<file path="src/rtl/apb4_gpio_ext_pkg.sv">
// rtl/apb4_gpio_ext_pkg.sv - register word indices and interrupt-type encoding for apb4_gpio_ext
package apb4_gpio_ext_pkg;

  // Word index into the register map (paddr[5:2])
  localparam logic [3:0] REG_PADDIR   = 4'h0;
  localparam logic [3:0] REG_PADIN    = 4'h1;
  localparam logic [3:0] REG_PADOUT   = 4'h2;
  localparam logic [3:0] REG_OUTSET   = 4'h3;
  localparam logic [3:0] REG_OUTCLR   = 4'h4;
  localparam logic [3:0] REG_OUTTGL   = 4'h5;
  localparam logic [3:0] REG_INTEN    = 4'h6;
  localparam logic [3:0] REG_INTTYPE0 = 4'h7;
  localparam logic [3:0] REG_INTTYPE1 = 4'h8;
  localparam logic [3:0] REG_INTSTAT  = 4'h9;
  localparam logic [3:0] REG_IOFCFG   = 4'hA;
  localparam logic [3:0] REG_DBNCEN   = 4'hB;
  localparam logic [3:0] REG_DBNCDIV  = 4'hC;
  localparam logic [3:0] REG_RAWIN    = 4'hD;

  typedef enum logic [1:0] {INT_RISE, INT_FALL, INT_HIGH, INT_LOW} int_type_e;

endpackage

</file>
<file path="src/rtl/apb4_if.sv">
// rtl/apb4_if.sv - APB4 slave bus bundle carrying clock and reset
interface apb4_if;
  logic        hclk;
  logic        hresetn;
  logic        psel;
  logic        penable;
  logic        pwrite;
  logic [31:0] paddr;
  logic [31:0] pwdata;
  logic [31:0] prdata;
  logic        pready;
  logic        pslverr;

  modport slave (
    input  hclk, hresetn, psel, penable, pwrite, paddr, pwdata,
    output prdata, pready, pslverr
  );
endinterface

</file>
<file path="src/rtl/apb4_gpio_ext_dbnc.sv">
// rtl/apb4_gpio_ext_dbnc.sv - one pin's debounce counter and filtered level
module gpio_dbnc
  import apb4_gpio_ext_pkg::*;
#(
  parameter int CNT = 4
) (
  input  logic clk,
  input  logic rst_n,
  input  logic tick,
  input  logic en,
  input  logic d,
  output logic q
);

  localparam int CW = $clog2(CNT + 1);

  logic [CW-1:0] cnt;

  // Counter climbs to CNT on ticks while d differs, then the next tick accepts d
  always_ff @(posedge clk or negedge rst_n) begin
    if (!rst_n) begin
      cnt <= '0;
      q   <= 1'b0;
    end else if (!en) begin
      cnt <= '0;
      q   <= d;
    end else if (d == q) begin
      cnt <= '0;
    end else if (tick) begin
      if (cnt == CW'(CNT)) begin
        q   <= d;
        cnt <= '0;
      end else begin
        cnt <= cnt + 1'b1;
      end
    end
  end

endmodule

</file>
<file path="src/rtl/apb4_gpio_ext.sv">
// rtl/apb4_gpio_ext.sv - APB4 GPIO with atomic output ops, debounce and sticky interrupts
module apb4_gpio_ext
  import apb4_gpio_ext_pkg::*;
#(
  parameter int GPIO_NUM  = 32,
  parameter int DBNC_CNT  = 4,
  parameter int DIV_WIDTH = 16
) (
  apb4_if.slave                apb4,
  input  logic [GPIO_NUM-1:0]  gpio_in_i,
  output logic [GPIO_NUM-1:0]  gpio_in_sync_o,
  output logic [GPIO_NUM-1:0]  gpio_out_o,
  output logic [GPIO_NUM-1:0]  gpio_dir_o,
  output logic [GPIO_NUM-1:0]  gpio_iof_o,
  output logic                 irq_o
);

  logic                 clk;
  logic                 rst_n;
  logic                 wr;
  logic [3:0]           idx;
  logic [GPIO_NUM-1:0]  wdata;
  logic [GPIO_NUM-1:0]  paddir, padout, inten, inttype0, inttype1, intstat, iofcfg, dbncen;
  logic [DIV_WIDTH-1:0] dbncdiv, pcnt;
  logic                 tick;
  logic [GPIO_NUM-1:0]  sync1, raw_sync, filt, filt_d, rise, fall, evt, clr;
  logic [31:0]          rdata;

  assign clk   = apb4.hclk;
  assign rst_n = apb4.hresetn;
  assign wr    = apb4.psel & apb4.penable & apb4.pwrite;
  assign idx   = apb4.paddr[5:2];
  assign wdata = apb4.pwdata[GPIO_NUM-1:0];

  assign apb4.pready  = 1'b1;
  assign apb4.pslverr = 1'b0;
  assign apb4.prdata  = rdata;

  always_ff @(posedge clk or negedge rst_n) begin
    if (!rst_n) begin
      paddir   <= '0;
      padout   <= '0;
      inten    <= '0;
      inttype0 <= '0;
      inttype1 <= '0;
      iofcfg   <= '0;
      dbncen   <= '0;
      dbncdiv  <= '0;
    end else if (wr) begin
      case (idx)
        REG_PADDIR:   paddir   <= wdata;
        REG_PADOUT:   padout   <= wdata;
        REG_OUTSET:   padout   <= padout | wdata;
        REG_OUTCLR:   padout   <= padout & ~wdata;
        REG_OUTTGL:   padout   <= padout ^ wdata;
        REG_INTEN:    inten    <= wdata;
        REG_INTTYPE0: inttype0 <= wdata;
        REG_INTTYPE1: inttype1 <= wdata;
        REG_IOFCFG:   iofcfg   <= wdata;
        REG_DBNCEN:   dbncen   <= wdata;
        REG_DBNCDIV:  dbncdiv  <= apb4.pwdata[DIV_WIDTH-1:0];
        default: ;
      endcase
    end
  end

  // Compare with >= so a shrinking DBNCDIV can never leave the counter stranded above it
  assign tick = (pcnt >= dbncdiv);

  always_ff @(posedge clk or negedge rst_n) begin
    if (!rst_n) begin
      pcnt <= '0;
    end else if ((wr && idx == REG_DBNCDIV) || tick) begin
      pcnt <= '0;
    end else begin
      pcnt <= pcnt + 1'b1;
    end
  end

  always_ff @(posedge clk or negedge rst_n) begin
    if (!rst_n) begin
      sync1    <= '0;
      raw_sync <= '0;
      filt_d   <= '0;
    end else begin
      sync1    <= gpio_in_i;
      raw_sync <= sync1;
      filt_d   <= filt;
    end
  end

  for (genvar i = 0; i < GPIO_NUM; i++) begin : g_pin
    gpio_dbnc #(.CNT(DBNC_CNT)) u_dbnc (
      .clk  (clk),
      .rst_n(rst_n),
      .tick (tick),
      .en   (dbncen[i]),
      .d    (raw_sync[i]),
      .q    (filt[i])
    );
  end

  assign rise = filt & ~filt_d;
  assign fall = ~filt & filt_d;

  always_comb begin
    evt = '0;
    for (int i = 0; i < GPIO_NUM; i++) begin
      case (int_type_e'({inttype1[i], inttype0[i]}))
        INT_RISE: evt[i] = rise[i];
        INT_FALL: evt[i] = fall[i];
        INT_HIGH: evt[i] = filt[i];
        INT_LOW:  evt[i] = ~filt[i];
        default:  evt[i] = 1'b0;
      endcase
    end
  end

  assign clr = (wr && idx == REG_INTSTAT) ? wdata : '0;

  // Set is OR-ed after the clear so a same-cycle event survives a W1C
  always_ff @(posedge clk or negedge rst_n) begin
    if (!rst_n) begin
      intstat <= '0;
      irq_o   <= 1'b0;
    end else begin
      intstat <= (intstat & ~clr) | (evt & inten);
      irq_o   <= |(intstat & inten);
    end
  end

  always_comb begin
    rdata = '0;
    case (idx)
      REG_PADDIR:   rdata[GPIO_NUM-1:0]  = paddir;
      REG_PADIN:    rdata[GPIO_NUM-1:0]  = filt;
      REG_PADOUT:   rdata[GPIO_NUM-1:0]  = padout;
      REG_INTEN:    rdata[GPIO_NUM-1:0]  = inten;
      REG_INTTYPE0: rdata[GPIO_NUM-1:0]  = inttype0;
      REG_INTTYPE1: rdata[GPIO_NUM-1:0]  = inttype1;
      REG_INTSTAT:  rdata[GPIO_NUM-1:0]  = intstat;
      REG_IOFCFG:   rdata[GPIO_NUM-1:0]  = iofcfg;
      REG_DBNCEN:   rdata[GPIO_NUM-1:0]  = dbncen;
      REG_DBNCDIV:  rdata[DIV_WIDTH-1:0] = dbncdiv;
      REG_RAWIN:    rdata[GPIO_NUM-1:0]  = raw_sync;
      default: ;
    endcase
  end

  assign gpio_in_sync_o = filt;
  assign gpio_out_o     = padout;
  assign gpio_dir_o     = paddir;
  assign gpio_iof_o     = iofcfg;

endmodule

</file>
<file path="src/flat_wrapper.sv">
// flat-port wrapper written by rule: the top's interface ports become plain ports
module apb4_gpio_ext_flat import apb4_gpio_ext_pkg::*;
#(
  parameter int GPIO_NUM  = 32,
  parameter int DBNC_CNT  = 4,
  parameter int DIV_WIDTH = 16
)
  (gpio_in_i, gpio_in_sync_o, gpio_out_o, gpio_dir_o, gpio_iof_o, irq_o, apb4_hclk, apb4_hresetn, apb4_psel, apb4_penable, apb4_pwrite, apb4_paddr, apb4_pwdata, apb4_prdata, apb4_pready, apb4_pslverr);
  apb4_if apb4_i ();
  input  logic [GPIO_NUM-1:0] gpio_in_i;
  output logic [GPIO_NUM-1:0] gpio_in_sync_o;
  output logic [GPIO_NUM-1:0] gpio_out_o;
  output logic [GPIO_NUM-1:0] gpio_dir_o;
  output logic [GPIO_NUM-1:0] gpio_iof_o;
  output logic irq_o;
  input wire logic [$bits(apb4_i.hclk)-1:0] apb4_hclk;
  input wire logic [$bits(apb4_i.hresetn)-1:0] apb4_hresetn;
  input wire logic [$bits(apb4_i.psel)-1:0] apb4_psel;
  input wire logic [$bits(apb4_i.penable)-1:0] apb4_penable;
  input wire logic [$bits(apb4_i.pwrite)-1:0] apb4_pwrite;
  input wire logic [$bits(apb4_i.paddr)-1:0] apb4_paddr;
  input wire logic [$bits(apb4_i.pwdata)-1:0] apb4_pwdata;
  output wire logic [$bits(apb4_i.prdata)-1:0] apb4_prdata;
  output wire logic [$bits(apb4_i.pready)-1:0] apb4_pready;
  output wire logic [$bits(apb4_i.pslverr)-1:0] apb4_pslverr;
  assign apb4_i.hclk = apb4_hclk;
  assign apb4_i.hresetn = apb4_hresetn;
  assign apb4_i.psel = apb4_psel;
  assign apb4_i.penable = apb4_penable;
  assign apb4_i.pwrite = apb4_pwrite;
  assign apb4_i.paddr = apb4_paddr;
  assign apb4_i.pwdata = apb4_pwdata;
  assign apb4_prdata = apb4_i.prdata;
  assign apb4_pready = apb4_i.pready;
  assign apb4_pslverr = apb4_i.pslverr;
  apb4_gpio_ext #(.GPIO_NUM(GPIO_NUM), .DBNC_CNT(DBNC_CNT), .DIV_WIDTH(DIV_WIDTH)) u_core (.apb4(apb4_i), .gpio_in_i(gpio_in_i), .gpio_in_sync_o(gpio_in_sync_o), .gpio_out_o(gpio_out_o), .gpio_dir_o(gpio_dir_o), .gpio_iof_o(gpio_iof_o), .irq_o(irq_o));
endmodule
</file>
<file path="config.mk">
export PLATFORM = sky130hd
export DESIGN_NAME = apb4_gpio_ext_flat
export DESIGN_NICKNAME = d
export VERILOG_FILES = /design/src/rtl/apb4_gpio_ext_pkg.sv /design/src/rtl/apb4_if.sv /design/src/rtl/apb4_gpio_ext_dbnc.sv /design/src/rtl/apb4_gpio_ext.sv /design/src/flat_wrapper.sv
export SDC_FILE = /design/constraint.sdc
export NUM_CORES = 1
export LEC_CHECK = 0
export BUFFER_PORTS_ARGS = -buffer_cell sky130_fd_sc_hd__buf_4
export CAP_MARGIN = 40
export CORE_MARGIN = 2
export CORE_UTILIZATION = 50
export CTS_BUF_LIST = sky130_fd_sc_hd__clkbuf_4 sky130_fd_sc_hd__clkbuf_8
export DETAILED_ROUTE_END_ITERATION = 10
export HOLD_SLACK_MARGIN = 0.1
export PLACE_DENSITY_LB_ADDON = 0.08
export SYNTH_ARGS = -nofsm -noshare
export SYNTH_HDL_FRONTEND = slang
export SYNTH_HIERARCHICAL = 1
export SYNTH_SLANG_ARGS = --single-unit
</file>
<file path="constraint.sdc">
create_clock -name apb4_hclk -period 12.2 [get_ports apb4_hclk]
set_clock_uncertainty 0.2 [all_clocks]
set_input_delay 2.44 -clock apb4_hclk [delete_from_list [all_inputs] [get_ports apb4_hclk]]
set_output_delay 2.44 -clock apb4_hclk [all_outputs]
set_load 0.02 [all_outputs]
</file>
==> impl_metrics.json <==
{
  "status": "finished clean",
  "reg2reg_from": "u_core/dbncdiv[13]$_DFFE_PN0P_",
  "report.final.hold_viol_count": 0,
  "setup_violations": 0,
  "final.setup.tns_ns": 0,
  "place_ws_ns": 4.40,
  "crit_path_start_kind": "input pin",
  "avgSynthCellArea_um2": 11.3,
  "critical_path_arrival_ns": 5.18,
  "cpMostUsedCell": "buf_4",
  "slew_headroom": 0.359,
  "htree_levels": 3,
  "cts_hold_buf": 0,
  "gp_congestion": 0.879,
  "drv_cap": 0,
  "area_growth_syn_to_layout_pct": 17.7,
  "slowest_delay_ns": 0.85,
  "io_pins": 264,
  "worstPathCellList": "buf_4 > nor2b_1 > and3_1 > buf_4 > a222oi_1 > nand3_1 > buf_4",
  "drt_drc_violations_left": 0,
  "io_buffers": 233,
  "cts_resized": 0,
  "antenna_found_initial": 0,
  "die_h_um": 232,
  "grt_pass1_wl_mm": 116,
  "clockBufferDepth": 3,
  "setup_slack_ns": 4.38,
  "final_common_cell": "dfrtp_1",
  "drv_slew": 0,
  "avgRoutedWirePerCell_um": 22.7,
  "ys_seq_elements": 513,
  "post_synth_num_cell_types": 57,
  "critPathRequiredTime_ns": 9.56,
  "syn_inst": 2303,
  "hold_path.class": "register to register",
  "dp.cells": 3155,
  "synth_warnings": 6,
  "fin_crit_sh": 0.641,
  "gr-usage-all-layers": 0.282,
  "rrSetupSlack_ns": 7.70,
  "synth-edff-count": 0,
  "core_area_um2": 51400,
  "clk_pin_slew_ns": 0.06,
  "start_util": 0.507,
  "final_cell_mix": "dfrtp_1 (513), nand2_1 (271), buf_4 (261)",
  "r2r-end": "u_core/g_pin[20].u_dbnc/q$_DFFE_PN0P_",
  "core.rowCount": 83,
  "yosysSeqAreaShare": 0.493,
  "min_period_ns": 7.82,
  "tightest_slew_ns": 0.961,
  "cts_tree": "built",
  "crit_type": "input pin to primary output",
  "drt-pass1-iter-count": 7,
  "syn_area_um2": 26000,
  "drive_gt1_frac": 0.245,
  "grt_pass1_vias": 19300,
  "instances_no_fill": 3317,
  "cellLeakagePower_nw": 14.0,
  "final_nets": 2815,
  "dieArea_um2": 53900,
  "wl_mm": 75.4,
  "die_x_um": 232,
  "grt_max_degree": 157,
  "postCtsSetupBuffers": 0,
  "cts_root_buf": "clkbuf_8",
  "cp-startpoint": "apb4_paddr[2]",
  "clock_latency_ns": 0.69,
  "hp-start": "u_core/sync1[24]$_DFF_PN0_",
  "place_hpwl_mm": 50.6,
  "viasPerCell": 5.85,
  "detailroute.via_count": 19400,
  "drt_iter0_markers": 1712,
  "numCtsBuffers": 91,
  "gr-total-overflow": 0,
  "fmax_ghz": 0.128,
  "hold_depth": 0,
  "grt_setup_unrepaired": "false",
  "rr_worst_depth": 12,
  "clock_sinks": 513,
  "critPathCaptureType": "primary output",
  "power.density_nw_per_um2": 150,
  "drtAntennaViolNets": 0,
  "synth_fp_nets": 2549,
  "irDropWorstVdd_mv": 0.0808,
  "cp_max_fo": 22,
  "async_flop_share": 1.00,
  "whs_endpoint": "u_core/raw_sync[24]$_DFF_PN0_",
  "synth_ff_type": "dfrtp_1",
  "critPathSlowestCell": "and3_1"
}
-- layer usage --
layer / wire length (µm) / vias to the layer above / share of wire / global-route usage
met5: 0 / - / 0 / 0
met3: 4840 / 142 / 0.064 / 0.0400
li1: - / 8728 / - / -
met1: 32800 / 9858 / 0.43 / 0.392
met4: 2100 / 0 / 0.028 / 0.0990
met2: 35700 / 690 / 0.47 / 0.453
-- how the worst max path moves through the flow --
| stage | end | cells after the start |
|---|---|---|
| CTS | apb4_prdata[16] | 8 |
| detailed placement | apb4_prdata[16] | 8 |
| global route | apb4_prdata[1] | 7 |
| floorplan | apb4_prdata[28] | 7 |
| global placement | apb4_prdata[1] | 8 |
| finish | apb4_prdata[1] | 7 |
-- power breakdown --
part | total, mW | switching [mW] | leakage (nW) | internal, mW
logic | 0.783 | 0.429 | 6.56 | 0.354
clock network | 1.69 | 0.734 | 1.03 | 0.956
registers | 2.13 | 0.243 | 6.40 | 1.89
-- area by class of cell --
class	count	area [µm²]
tap	680	851
sequential	513	12800
antenna	1	2.50
inverter	148	556
timing repair buffer	276	2250
clock inverter	16	95.1
fill	4241	20800
clock buffer	144	1840
multi-input combinational	1539	12200
-- logic make-up (layout without fill, tap and decap cells) --
kind of cell | count (synthesis) | after routing | synth area share
AOI/OAI and AO/OA | 417 | 417 | 0.131
DFF | 513 | 513 | 0.493
xor gates and xnor gates | 110 | 110 | 0.0370
other | 2 | 3 | 0.000288
adders and majority gates | 145 | 145 | 0.0697
muxes | 272 | 272 | 0.120
and+or+nand+nor | 593 | 593 | 0.106
buffers and inverters | 251 | 584 | 0.0423
-- critical path: cells and delay by family --
family	cells	cell delay [ns]
buffers and inverters	3	0.86
AO/OA/AOI/OAI	1	0.15
AND/OR/NAND/NOR	3	1.71
-- cells in the mapped netlist, drive strengths merged, types with 47 or more instances --
cell     n  area share
dfrtp  513        0.49
nand2  272       0.039
mux2   225        0.10
inv    148       0.021
ha     145       0.070
nand3  109       0.021
a21oi  106       0.021
nor2    98       0.014
xor2    73       0.025
buf     67       0.016
a22o    66       0.022
o21ai   56       0.011
mux2i   47       0.018
-- metrics by stage --
step                 util  area (µm²)  hold slack [ns]  power [mW]
floorplan               -       26000            0.131        2.55
global placement    0.553       28400            0.133        2.91
detailed placement  0.558       28700            0.136        2.94
CTS                 0.596       30600            0.140        4.65
global route        0.596       30600            0.148        4.82
finish              0.596       30600            0.135        4.61
-- registers in the layout, indices dropped and copies added, names as in the netlist --
name and flops:
u_core/gpio_dir_o 32, u_core/g_pin.u_dbnc/q 32, u_core/gpio_iof_o 32, u_core/inttype1 32, u_core/g_pin.u_dbnc/cnt 96, u_core/intstat 32, u_core/irq_o 1, u_core/gpio_out_o 32
u_core/dbncen 32, u_core/pcnt 16, u_core/inten 32, u_core/raw_sync 32, u_core/dbncdiv 16, u_core/inttype0 32, u_core/filt_d 32, u_core/sync1 32
(Power assumes the default switching activity.)
